==> config.mk <==
export PLATFORM = sky130hd
export DESIGN_NAME = fa4_operand_loader
export DESIGN_NICKNAME = d
export VERILOG_FILES = /design/src/rtl/fa4_operand_loader.sv
export SDC_FILE = /design/constraint.sdc
export NUM_CORES = 1
export LEC_CHECK = 0
export ABC_AREA = 1
export ABC_CLOCK_PERIOD_IN_PS = 1900
export BUFFER_PORTS_ARGS = -buffer_cell sky130_fd_sc_hd__buf_2
export CELL_PAD_IN_SITES_DETAIL_PLACEMENT = 1
export CELL_PAD_IN_SITES_GLOBAL_PLACEMENT = 1
export CORE_MARGIN = 2
export CORE_UTILIZATION = 42
export CTS_CLUSTER_SIZE = 14
export DETAILED_ROUTE_END_ITERATION = 7
export PLACE_DENSITY_LB_ADDON = 0.1
export SLEW_MARGIN = 5
export SYNTH_ARGS = -nofsm -noshare
export SYNTH_HDL_FRONTEND = slang
export SYNTH_SLANG_ARGS = --single-unit
==> constraint.sdc <==
create_clock -name clk -period 1.9 [get_ports clk]
set_clock_uncertainty 0.15 [all_clocks]
set_input_delay 0.285 -clock clk [delete_from_list [all_inputs] [get_ports clk]]
set_output_delay 0.285 -clock clk [all_outputs]
set_load 0.005 [all_outputs]
==> src/rtl/fa4_operand_loader.sv <==
// Operand sequencer for the board's 4-bit adder: debounces the push-button,
// loads operand A then B from the switches, and captures the adder's sum.
module fa4_operand_loader #(
  parameter int unsigned DEBOUNCE_CYCLES = 1000000
) (
  input  logic       clk,
  input  logic       rst_n,
  input  logic       btn,
  input  logic       clr,
  input  logic [3:0] sw,
  input  logic [3:0] sum_in,
  output logic [3:0] op_a,
  output logic [3:0] op_b,
  output logic [3:0] result,
  output logic       result_valid,
  output logic [1:0] state
);

  localparam int unsigned CW = (DEBOUNCE_CYCLES > 1) ? $clog2(DEBOUNCE_CYCLES) : 1;
  localparam logic [CW-1:0] CNT_LAST = CW'(DEBOUNCE_CYCLES - 1);

  typedef enum logic [1:0] {
    LOAD_A = 2'b00,
    LOAD_B = 2'b01,
    CALC   = 2'b10,
    SHOW   = 2'b11
  } state_t;

  logic          btn_meta;
  logic          btn_s;
  logic          btn_db;
  logic          btn_db_q;
  logic          press;
  logic [CW-1:0] db_cnt;

  state_t        state_q, state_d;
  logic [3:0]    a_q, a_d;
  logic [3:0]    b_q, b_d;
  logic [3:0]    res_q, res_d;
  logic          valid_q, valid_d;

  // The debounced level only follows btn_s after DEBOUNCE_CYCLES consecutive
  // disagreeing cycles; clr deliberately leaves this path untouched.
  always_ff @(posedge clk or negedge rst_n) begin
    if (!rst_n) begin
      btn_meta <= 1'b0;
      btn_s    <= 1'b0;
      btn_db   <= 1'b0;
      btn_db_q <= 1'b0;
      db_cnt   <= '0;
    end else begin
      btn_meta <= btn;
      btn_s    <= btn_meta;
      btn_db_q <= btn_db;
      if (btn_s == btn_db) begin
        db_cnt <= '0;
      end else if (db_cnt == CNT_LAST) begin
        btn_db <= btn_s;
        db_cnt <= '0;
      end else begin
        db_cnt <= db_cnt + CW'(1);
      end
    end
  end

  assign press = btn_db & ~btn_db_q;

  always_ff @(posedge clk or negedge rst_n) begin
    if (!rst_n) begin
      state_q <= LOAD_A;
      a_q     <= '0;
      b_q     <= '0;
      res_q   <= '0;
      valid_q <= 1'b0;
    end else begin
      state_q <= state_d;
      a_q     <= a_d;
      b_q     <= b_d;
      res_q   <= res_d;
      valid_q <= valid_d;
    end
  end

  always_comb begin
    state_d = state_q;
    a_d     = a_q;
    b_d     = b_q;
    res_d   = res_q;
    valid_d = valid_q;
    if (clr) begin
      state_d = LOAD_A;
      a_d     = '0;
      b_d     = '0;
      res_d   = '0;
      valid_d = 1'b0;
    end else begin
      unique case (state_q)
        LOAD_A: begin
          if (press) begin
            a_d     = sw;
            state_d = LOAD_B;
          end
        end
        LOAD_B: begin
          if (press) begin
            b_d     = sw;
            state_d = CALC;
          end
        end
        CALC: begin
          res_d   = sum_in;
          valid_d = 1'b1;
          state_d = SHOW;
        end
        SHOW: begin
          if (press) begin
            a_d     = sw;
            valid_d = 1'b0;
            state_d = LOAD_B;
          end
        end
        default: state_d = LOAD_A;
      endcase
    end
  end

  assign op_a         = a_q;
  assign op_b         = b_q;
  assign result       = res_q;
  assign result_valid = valid_q;
  assign state        = state_q;

endmodule
## Yosys cells after proc, flatten, opt, wreduce, memory -nomap -nowiden

Index checks and enable logic that the tools add are counted.

| word-level totals | value |
|---|---|
| bits in registers | 39 |
| bits of input ports | 12 |
| output and inout bits | 15 |
| word-level logic and storage cells | 50 |

| operators by class | value |
|---|---|
| add/subtract/negate cells | 1 |
| equal/unequal tests | 8 |
| multiplexer cells | 16 |
| bitwise logic cells | 3 |
| reductions and logical operators | 12 |

Operators with widths:

| kind | count |
|---|---|
| $mux W20 | 2 |
| $mux W4 | 7 |
| $add A20 B1 Y20 const B | 1 |
| $eq A20 B20 Y1 const B | 1 |
| $reduce_and A2 Y1 | 5 |
| $reduce_bool A2 Y1 | 4 |
| $mux W2 | 3 |
| $ne A3 B3 Y1 const B | 2 |
| $pmux W2 S3 | 1 |
| $eq A2 B2 Y1 const B | 2 |
| $ne A3 B1 Y1 const B | 1 |
| $reduce_bool A3 Y1 | 1 |
| $eq A2 B1 Y1 const B | 1 |
| $logic_not A2 Y1 | 1 |
| $mux W1 | 2 |
| $not A1 Y1 | 2 |
| $pmux W1 S2 | 1 |
| $reduce_or A2 Y1 | 1 |
| $and A1 B1 Y1 | 1 |
| $eq A1 B1 Y1 | 1 |

## Longest topological paths before layout

Gate-level depths: netlist of the first run.

| logic depth | value |
|---|---|
| depth after elaboration | 5 |
| depth in mapped cells | 8 |
| depth with buffers taken out | 8 |

## Worst setup path after synthesis of the first run

Ideal clock, no wire load.

| timing path | value |
|---|---|
| kind | register -> register |
| start point | register state_q[0], in the netlist state[0] |
| end point | register a_q[0], in the netlist op_a[0] |
| library setup time | 125 ps |
| arrival time | 1320 ps |
| data required time | 1625 ps |
| setup slack | 305 ps |
| stages on the path, launching flop included | 6 |
| buffers on the path | 0 |
| clock period less this slack | 1595 ps |
| path through | dfrtp_1 inv_1 ha_1 inv_1 o21ai_2 mux2_2 |

| between the ends | value |
|---|---|
| cells in the longest elaborated chain, start to end | 4 |
| elaborated cells on any way between the ends | 5 |
| those cells by class | eq/ne (1); reduce/logical (4) |

RTL lines:

| element | RTL line | RTL |
|---|---|---|
| start: declaration | 36 | `state_t state_q, state_d;` |
| start signal: assignment | 76 | `state_q <= state_d;` |
| $eq A2 B2 Y1 / $logic_not A2 Y1 (equally long branches) | 97 | `unique case (state_q)` |
| $reduce_or A2 Y1 (no line) * | - |  |
| $reduce_bool A2 Y1 (no line) * | - |  |
| $reduce_and A2 Y1 (no line) * | - |  |
| end signal: assignment | 71 | `a_q <= '0;` |
| end signal: assignment | 77 | `a_q <= a_d;` |
| end: declaration | 37 | `logic [3:0] a_q, a_d;` |

Mark *: on every way between the ends. The rest lies on a longest branch, timed or not.
A chain may end at the register's enable or synchronous reset.

## Worst setup path after layout of the first run

| timing path | value |
|---|---|
| start point | register state_q[0], in the netlist state[0] |
| end point | register a_q[1], in the netlist op_a[1] |

Same word-level chain as after synthesis.

==> results of run 1 <==
## cells in the final DEF, fill, tap and decap left out, drive strengths merged
master       count
or2              1
nand3           10
dlygate4sd3      2
o21ai           10
inv             33
nand3b           1
nor3b            2
mux2             8
a21oi            7
nand4            2
bufinv           1
o21bai           1
clkbuf           6
ha               4
nor3             1
nand2           42
xnor2            3
clkinv           1
nor2            53
xor2             7
buf             28
dfrtp           39
## through the flow
stage	instance area, sq um	hold WS (ns)	util (%)	cells	setup slack [ns]
6_report	2300	0.0846	52.1	314	0.198
5_1_grt	2300	0.0927	52.1	314	0.0928
4_1_cts	2300	0.0795	52.1	314	0.190
3_5_place_dp	2160	0.193	49.0	304	0.203
3_3_place_gp	2160	0.184	49.0	304	0.256
2_1_floorplan	1950	-0.161	-	224	0.305
## cells by family after synthesis
logic type                 after synthesis
adders and majority gates                4
AOI/OAI and AO/OA                       18
and+or+nand+nor                        112
muxes                                    8
xor gates and xnor gates                10
buffers and inverters                   33
DFF                                     39
## power by group through the flow
| stage | Combinational, mW | Sequential, mW | Clock, mW |
|---|---|---|---|
| detailed placement | 0.148 | 0.900 | 0 |
| global placement | 0.148 | 0.898 | 0 |
| CTS | 0.152 | 0.883 | 0.739 |
| floorplan | 0.0692 | 0.901 | 0 |
| finish | 0.147 | 0.882 | 0.716 |
| global route | 0.169 | 0.887 | 0.770 |
## layout make-up
class	count	share of cell area [%]
sequential	39	42.4
multi-input combinational	152	36.9
timing repair buffer	30	7.18
inverter	33	5.50
clock buffer	6	3.59
tap	52	2.83
clock inverter	2	1.52
## how the worst min path moves through the flow
stage	cells past startpoint	end
floorplan	0	btn_db
global placement	0	btn_s
detailed placement	0	btn_s
CTS	3	result[3]
global route	2	result_valid
finish	2	result_valid
## critical path, stage by stage (launching register included)
cell and delay [ns]:
dfrtp_1 0.40, inv_1 0.08, ha_1 0.28, inv_1 0.05
o21ai_2 0.26, mux2_2 0.37
## metal layers
| layer | global-route usage (%) | routed length (um) |
|---|---|---|
| met5 | 0 | 0 |
| met4 | 5.66 | 55 |
| met3 | 3.89 | 130 |
| met2 | 32.3 | 2060 |
| met1 | 19.8 | 1780 |
## state kept, by name, indices dropped and copies added, names as in the netlist
register      count
db_cnt           20
op_a              4
btn_meta          1
btn_db            1
btn_db_q          1
state             2
result_valid      1
op_b              4
result            4
btn_s             1
==> out/qor.yml, run 1 <==
io_pins: 27
peakVddDrop_uv: 431
first_iter_violations: 34
min_period_ns: 1.70
post_cts_buffers: 0
drc: 0
async_reset_ff_share_pct: 100
synth-edff-count: 0
insertion_delay_ns: 0.29
synth_top_area_cell: "dfrtp_1"
ys_ff_latch: 39
synthesis.nets: 240
nFillCells: 548
crit_path_end_kind: "flop"
antenna_cells: 0
yosysTopAreaCellShare_pct: 50.0
total_power_mw: 1.75
switchingPower_uw: 391
start_kind: "flop"
power_density_nw_per_um2: 759
comb_power_share_pct: 8.4
hold_violations: 0
seq_area_frac_synth_pct: 50.0
required_ns: 1.93
pwr-share-seq_pct: 50.6
wl_um: 4020
dp_hpwl_um: 3080
min_period_over_period_pct: 89.6
startpoint: "state[0]"
multi_input_area_sq_um: 850
power_switching_share_pct: 22.4
initial_core_util_pct: 44.2
grt_usage_pct: 17.5
final_net_count: 277
synth_common_cells: "45 x nor2_1, 39 x dfrtp_1, 38 x nand2_1"
regToRegEndpoint: "op_a[1]"
core_sq_um: 4410
clock_sinks: 39
holdBufCountCts: 2
grt_pass1_wl_um: 6960
synthAdderAreaFrac_pct: 2.56
setup_viol: 0
maxCapViolCount: 0
die_area_sq_um: 5210
gp_congestion: 0.775
cts_buffer_depth: 2
yosys_warnings: 0
io_buffers: 26
ys_types: 26
r2r_slack_ns: 0.20
synth_xor_area_share_pct: 4.87
postSynthAreaPerCell_sq_um: 8.71
netlist_area_sq_um: 1950
seq_area_sq_um: 976
wl_per_cell_um: 12.8
ant_nets: 0
r2r.worst_path.cells: 5
endpoint: "op_a[1]"
vias: 1513
synth-compound-area-share_pct: 5.71
crit_arrival_ns: 1.73
antenna_found_initial: 0
pwr-share-clk_pct: 41.0
rsz0062_at_grt: "false"
dieWidth_um: 72.2
synth.most_common_cell: "nor2_1"
worstHoldStart: "clr"
synthMuxAreaShare_pct: 4.62
synth-simple-area-share_pct: 25.8
p_leak_nw: 1.11
synthCells: 224
grt_max_degree: 40
root_buffer: "clkbuf_8"
synth_ff_type: "dfrtp_1"
clkTransAtPathRegs_ns: 0.08
outcome: "complete, no violations"
internal_power_mw: 1.35
yosys-top-cells-area: "dfrtp_1 50%, nor2_1 8.7%, nand2_1 7.3%, inv_1 5.8%, mux2_2 4.6%"
drtPass1Iterations: 4
post_cts_resized: 0
worstMarginPinSlew_ns: 0.487
holdCritPathClass: "input pin to flop"
die_h_um: 72.2
path_max_fanout: 5
finalSetupTns_ns: 0
area_delta_synth_final_pct: 17.8
cts.htree.levels: 2
cts_tree: "built"
grt-ovfl-total: 0
synth_top_family_by_area: "simple AND/OR/NAND/NOR gates"
timing.fmax_mhz: 587
setup.worst_path.class: "flop to flop"
rr_startpoint: "state[0]"
drive_above_1_share_pct: 24.4
slew_headroom_pct: 67.5
vias_per_cell: 4.82
first_global_vias: 1533
rows: 24
numCtsBuffers: 5
final_max_slew_viol_count: 0
Power figures use the tool's default switching activity.
==> inputs of run 2 (changes only) <==
Settings changed: CORE_ASPECT_RATIO set to 1.75.
==> out/qor.yml, run 2 (synthesized netlist as in run 1, its figures left out) <==
worstHoldStart: "sum_in[2]"  # was clr
grt_usage_pct: 19.6  # was 17.5%
clkTransAtPathRegs_ns: 0.07  # was 0.08 ns
die_h_um: 94.2  # was 72.2 um
drc: 0  # unchanged
largest_register_ffs: 20  # unchanged
setup.worst_path.class: "flop to flop"  # unchanged
r2r_slack_ns: 0.19  # was 0.20 ns
startpoint: "state[0]"  # unchanged
vias: 1568  # was 1513
wl_per_cell_um: 14.9  # was 12.8 um
io_buffers: 26  # unchanged
vias_per_cell: 5.01  # was 4.82
drive_above_1_share_pct: 24.4  # unchanged
holdWs_ns: 0.0951  # was 0.0846 ns
post_cts_resized: 0  # unchanged
dp.cells: 304  # unchanged
peakVddDrop_uv: 541  # was 431 uV
slew_headroom_pct: 76.9  # was 67.5%
antenna_found_initial: 0  # unchanged
start_kind: "flop"  # unchanged
cts_tree: "built"  # unchanged
multi_input_area_sq_um: 850  # unchanged
dieWidth_um: 55.5  # was 72.2 um
seq_area_sq_um: 976  # unchanged
dp_hpwl_um: 3830  # was 3080 um
core_sq_um: 4440  # was 4410 sq um
root_buffer: "clkbuf_8"  # unchanged
holdCritPathClass: "input pin to flop"  # unchanged
grt_pass1_wl_um: 7840  # was 6960 um
grt_max_degree: 16  # was 40
cts.htree.levels: 2  # unchanged
rsz0062_at_grt: "false"  # unchanged
worstMarginPinSlew_ns: 0.347  # was 0.487 ns
holdBufCountCts: 2  # unchanged
outcome: "complete, no violations"  # unchanged
finalSetupTns_ns: 0  # unchanged
min_period_over_period_pct: 90.2  # was 89.6%
numCtsBuffers: 5  # unchanged
die_area_sq_um: 5230  # was 5210 sq um
wl_um: 4670  # was 4020 um
final_net_count: 278  # was 277
power_density_nw_per_um2: 701  # was 759 nW/um^2
top_register: "db_cnt"  # unchanged
ant_nets: 0  # unchanged
initial_core_util_pct: 43.9  # was 44.2%
setup_viol: 0  # unchanged
grt-ovfl-total: 0  # unchanged
hold_violations: 0  # unchanged
drtPass1Iterations: 2  # was 4
path_max_fanout: 5  # unchanged
crit_path_end_kind: "flop"  # unchanged
io_pins: 27  # unchanged
cts_buffer_depth: 2  # unchanged
rr_startpoint: "state[0]"  # unchanged
fin_cells: 313  # was 314
crit_arrival_ns: 1.73  # about the same
p_leak_nw: 1.10  # was 1.11 nW
final_cell_mix: "45 x nor2_1, 39 x dfrtp_1, 38 x nand2_1"  # unchanged
nFillCells: 565  # was 548
timing.fmax_mhz: 584  # was 587 MHz
maxCapViolCount: 0  # unchanged
first_global_vias: 1698  # was 1533
gp_congestion: 0.823  # was 0.775
min_period_ns: 1.71  # was 1.70 ns
total_power_mw: 1.60  # was 1.75 mW
first_iter_violations: 39  # was 34
antenna_cells: 0  # unchanged
area_delta_synth_final_pct: 16.6  # was 17.8%
insertion_delay_ns: 0.28  # was 0.29 ns
post_cts_buffers: 0  # unchanged
final_max_slew_viol_count: 0  # unchanged
clock_sinks: 39  # unchanged
required_ns: 1.92  # was 1.93 ns
final_common_cell: "nor2_1"  # unchanged
rows: 32  # was 24
-- run 2: changes by cell type in the layout (fill, tap and decap cells not counted), sizes merged --
cell,delta
bufinv,-1
buf,+1
-- run 2: cell type report --
| class | instances | share of cell area (%) |
|---|---|---|
| inverter | 33 | 5.55 |
| tap | 51 | 2.80 |
| timing repair buffer | 31 | 7.59 |
| multi-input combinational | 152 | 37.3 |
| clock inverter | 1 | 0.220 |
| clock buffer | 6 | 3.63 |
| sequential | 39 | 42.9 |
-- run 2: worst max-delay path, stage by stage (launching register included) --
cell     delay [ns]
dfrtp_1        0.40
inv_1          0.07
ha_1           0.27
inv_1          0.06
o21ai_2        0.26
mux2_2         0.38
-- run 2: report_power, final --
part           switching (mW)  internal, mW  leakage [nW]  total [mW]
clock                   0.272         0.285        0.0470       0.557
combinational          0.0869        0.0685         0.532       0.155
sequential             0.0211         0.863         0.522       0.884
-- run 2: metrics by stage --
stage | worst slack [ns] | area, sq um | utilization (%)
6_report | 0.186 | 2280 | 51.2
5_1_grt | 0.0917 | 2280 | 51.2
4_1_cts | 0.161 | 2280 | 51.2
3_5_place_dp | 0.171 | 2170 | 48.8
3_3_place_gp | 0.245 | 2170 | 48.8
2_1_floorplan | 0.305 | 1950 | -
-- run 2: final timing paths --
check,endpoint,cells past startpoint
max reg2reg,op_a[2],5
min in group asynchronous,result[2],2
max in group asynchronous,db_cnt[11],3
min,result[2],3
max,op_a[2],5
min reg2reg,btn_s,0
-- run 2: metal layers --
| metal | wire length [um] | global-route usage, % | part of all wire [%] |
|---|---|---|---|
| met1 | 1700 | 19.3 | 36 |
| met2 | 2840 | 40.4 | 61 |
| met3 | 68 | 3.03 | 1.5 |
| met4 | 59 | 5.69 | 1.3 |
| met5 | 0 | 0 | 0 |
==> inputs of run 3 (changes only) <==
Settings changed: ABC_AREA 1 to not set, CORE_UTILIZATION 42 to 43.
==> out/qor.yml, run 3 <==
ys_ff_latch: 39  # unchanged
die_h_um: 89.4  # was 94.2 um
cts.htree.levels: 2  # unchanged
postSynthAreaPerCell_sq_um: 9.84  # was 8.71 sq um
synth_top_area_cell: "dfrtp_1"  # unchanged
path_max_fanout: 7  # was 5
synth_common_cells: "39 x dfrtp_1, 23 x nor2_1, 20 x a21oi_1"  # was 45 x nor2_1, 39 x dfrtp_1, 38 x nand2_1
min_period_ns: 1.91  # was 1.71 ns
p_leak_nw: 1.06  # was 1.10 nW
drtPass1Iterations: 4  # was 2
grt-busiest-layer: "met2"  # unchanged
final_cell_mix: "39 x dfrtp_1, 26 x buf_2, 23 x nor2_1"  # was 45 x nor2_1, 39 x dfrtp_1, 38 x nand2_1
synthesis.nets: 198  # was 240
grtUsageMet2_pct: 45.2  # was 40.4%
cts_buffer_depth: 2  # unchanged
switchingPower_uw: 511  # was 380 uW
antenna_found_initial: 0  # unchanged
antenna_cells: 0  # unchanged
dieWidth_um: 52.8  # was 55.5 um
root_buffer: "clkbuf_8"  # unchanged
outcome: "finished, violations left"  # was complete, no violations
vias_per_cell: 5.48  # was 5.01
use_met1_pct: 20.7  # was 19.3%
setup_viol: 4  # was 0
min_period_over_period_pct: 101  # was 90.2%
cpMaxStageDelayCell: "or4_4"  # was dfrtp_1
cpPeakStageDelay_ns: 0.42  # was 0.40 ns
pwr-share-clk_pct: 30.6  # was 34.9%
dp.cells: 273  # was 304
io_pins: 27  # unchanged
drive_above_1_share_pct: 30.6  # was 24.4%
worstMarginPinSlew_ns: 0.489  # was 0.347 ns
maxCapViolCount: 0  # unchanged
netlist_area_sq_um: 1790  # was 1950 sq um
yosys-top-cells-area: "dfrtp_1 55%, a21oi_1 5.6%, nor2_1 4.8%, nand3_1 3.9%, nand2_1 3.4%"  # was dfrtp_1 50%, nor2_1 8.7%, nand2_1 7.3%, inv_1 5.8%, mux2_2 4.6%
initial_core_util_pct: 44.0  # was 43.9%
grt_usage_pct: 22.9  # was 19.6%
drc: 0  # unchanged
seq_area_frac_synth_pct: 54.5  # was 50.0%
grt-ovfl-total: 0  # unchanged
crit_arrival_ns: 1.98  # was 1.73 ns
rows: 31  # was 32
use_met3_pct: 4.35  # was 3.03%
slew_headroom_pct: 67.3  # was 76.9%
rsz0062_at_grt: "true"  # was false
insertion_delay_ns: 0.29  # was 0.28 ns
vias: 1557  # was 1568
peakVddDrop_uv: 533  # was 541 uV
synth_ff_type: "dfrtp_1"  # unchanged
io_buffers: 26  # unchanged
internal_power_mw: 1.28  # was 1.22 mW
worstPathCellList: "ha_2 -> nand2_2 -> or4_4 -> buf_6 -> or3_1 -> a21oi_2"  # was inv_1 -> ha_1 -> inv_1 -> o21ai_2 -> mux2_2
crit_path_end_kind: "flop"  # unchanged
core_sq_um: 4070  # was 4440 sq um
ys_types: 28  # was 26
wl_um: 4730  # was 4670 um
first_global_vias: 1735  # was 1698
ant_nets: 0  # unchanged
power_density_nw_per_um2: 777  # was 701 nW/um^2
largest_register_ffs: 20  # unchanged
final_common_cell: "dfrtp_1"  # was nor2_1
violations: "setup timing"
top_register: "db_cnt"  # unchanged
area_delta_synth_final_pct: 28.4  # was 16.6%
holdCritPathClass: "input pin to flop"  # unchanged
dpl_cell_area_sq_um: 2140  # was 2170 sq um
finish.utilization_pct: 56.5  # was 51.2%
crit_family: "simple AND/OR/NAND/NOR gates"  # was flip-flops
grt_pass1_wl_um: 7810  # was 7840 um
timing.fmax_mhz: 523  # was 584 MHz
gp_congestion: 0.804  # was 0.823
hold_violations: 0  # unchanged
grt_max_degree: 22  # was 16
fin_ws_ns: -0.0119  # was 0.186 ns
yosysTopAreaCellShare_pct: 54.5  # was 50.0%
cts_tree: "built"  # unchanged
clock_sinks: 39  # unchanged
stdcell_area_sq_um: 2300  # was 2280 sq um
synth.most_common_cell: "dfrtp_1"  # was nor2_1
die_area_sq_um: 4720  # was 5230 sq um
first_iter_violations: 19  # was 39
fin_cells: 284  # was 313
setup.worst_path.class: "flop to flop"  # unchanged
synth-edff-count: 0  # unchanged
nFillCells: 482  # was 565
path_buf_inv: 1  # was 2
numCtsBuffers: 5  # unchanged
pwr-share-seq_pct: 51.5  # was 55.4%
comb_power_share_pct: 17.9  # was 9.7%
yosys_warnings: 0  # unchanged
required_ns: 1.97  # was 1.92 ns
wl_per_cell_um: 16.6  # was 14.9 um
clkTransAtPathRegs_ns: 0.07  # about the same
async_reset_ff_share_pct: 100  # unchanged
holdWs_ns: 0.0965  # was 0.0951 ns
synthCells: 182  # was 224
final_max_slew_viol_count: 0  # unchanged
power_switching_share_pct: 28.6  # was 23.8%
final_net_count: 250  # was 278
start_kind: "flop"  # unchanged
dp_hpwl_um: 3610  # was 3830 um
[run 3: worst paths after layout]
path,start,endpoint,slack [ns],cells past startpoint
max in group asynchronous,rst_n,op_b[3],0.81,3
min,sum_in[3],result[3],0.1,3
max,db_cnt[0],db_cnt[14],-0.01,6
min reg2reg,btn_meta,btn_s,0.21,0
max reg2reg,db_cnt[0],db_cnt[14],-0.01,6
min in group asynchronous,rst_n,result_valid,0.32,2
[run 3: worst register-to-register path, stage by stage (launching register included)]
cell and delay [ns]:
dfrtp_1 0.38, ha_2 0.20, nand2_2 0.05, or4_4 0.42, buf_6 0.15, or3_1 0.35
a21oi_2 0.13
[run 3: layout make-up]
type,instances,area [sq um],area share [%]
clock inverter,1,5.00,0.218
tap,49,61.3,2.67
timing repair buffer,51,339,14.7
clock buffer,7,76.3,3.32
multi-input combinational,132,823,35.8
inverter,5,18.8,0.816
sequential,39,976,42.4
[run 3: metrics by stage]
| stage | TNS, ns | worst slack, ns | total power [mW] |
|---|---|---|---|
| floorplan | -0.185 | -0.0984 | 1.11 |
| global placement | -0.00760 | -0.00479 | 1.23 |
| detailed placement | -0.292 | -0.0981 | 1.25 |
| CTS | -0.00920 | -0.00920 | 1.81 |
| global route | -0.352 | -0.0987 | 1.90 |
| finish | -0.0206 | -0.0119 | 1.79 |
[run 3: what timing repair did]
item,CTS,global route
setup buffers,1,0
pin swaps,8,0
setup endpoints to repair,7,16
endpoints found under the hold margin,19,0
resized for setup,5,6
hold buffers,2,0
[run 3: logic make-up after synthesis]
group,share of synthesized area [%]
AOI/OAI and AO/OA,8.11
and+or+nand+nor,23.4
DFF,54.5
xor gates and xnor gates,5.87
adders and majority gates,2.80
buffers and inverters,2.45
muxes,2.87
[run 3: layer usage]
layer	vias up	wire, um
li1	732	-
met1	786	1620
met2	29	2840
met3	10	129
met4	0	140
met5	-	0
[run 3: power groups by stage]
stage                     registers, mW  logic [mW]  clock network (mW)
final                             0.921       0.320               0.546
after floorplan                   0.937       0.177                   0
after global placement            0.932       0.300                   0
after CTS                         0.921       0.324               0.560
after global routing              0.931       0.362               0.604
after detailed placement          0.938       0.316                   0
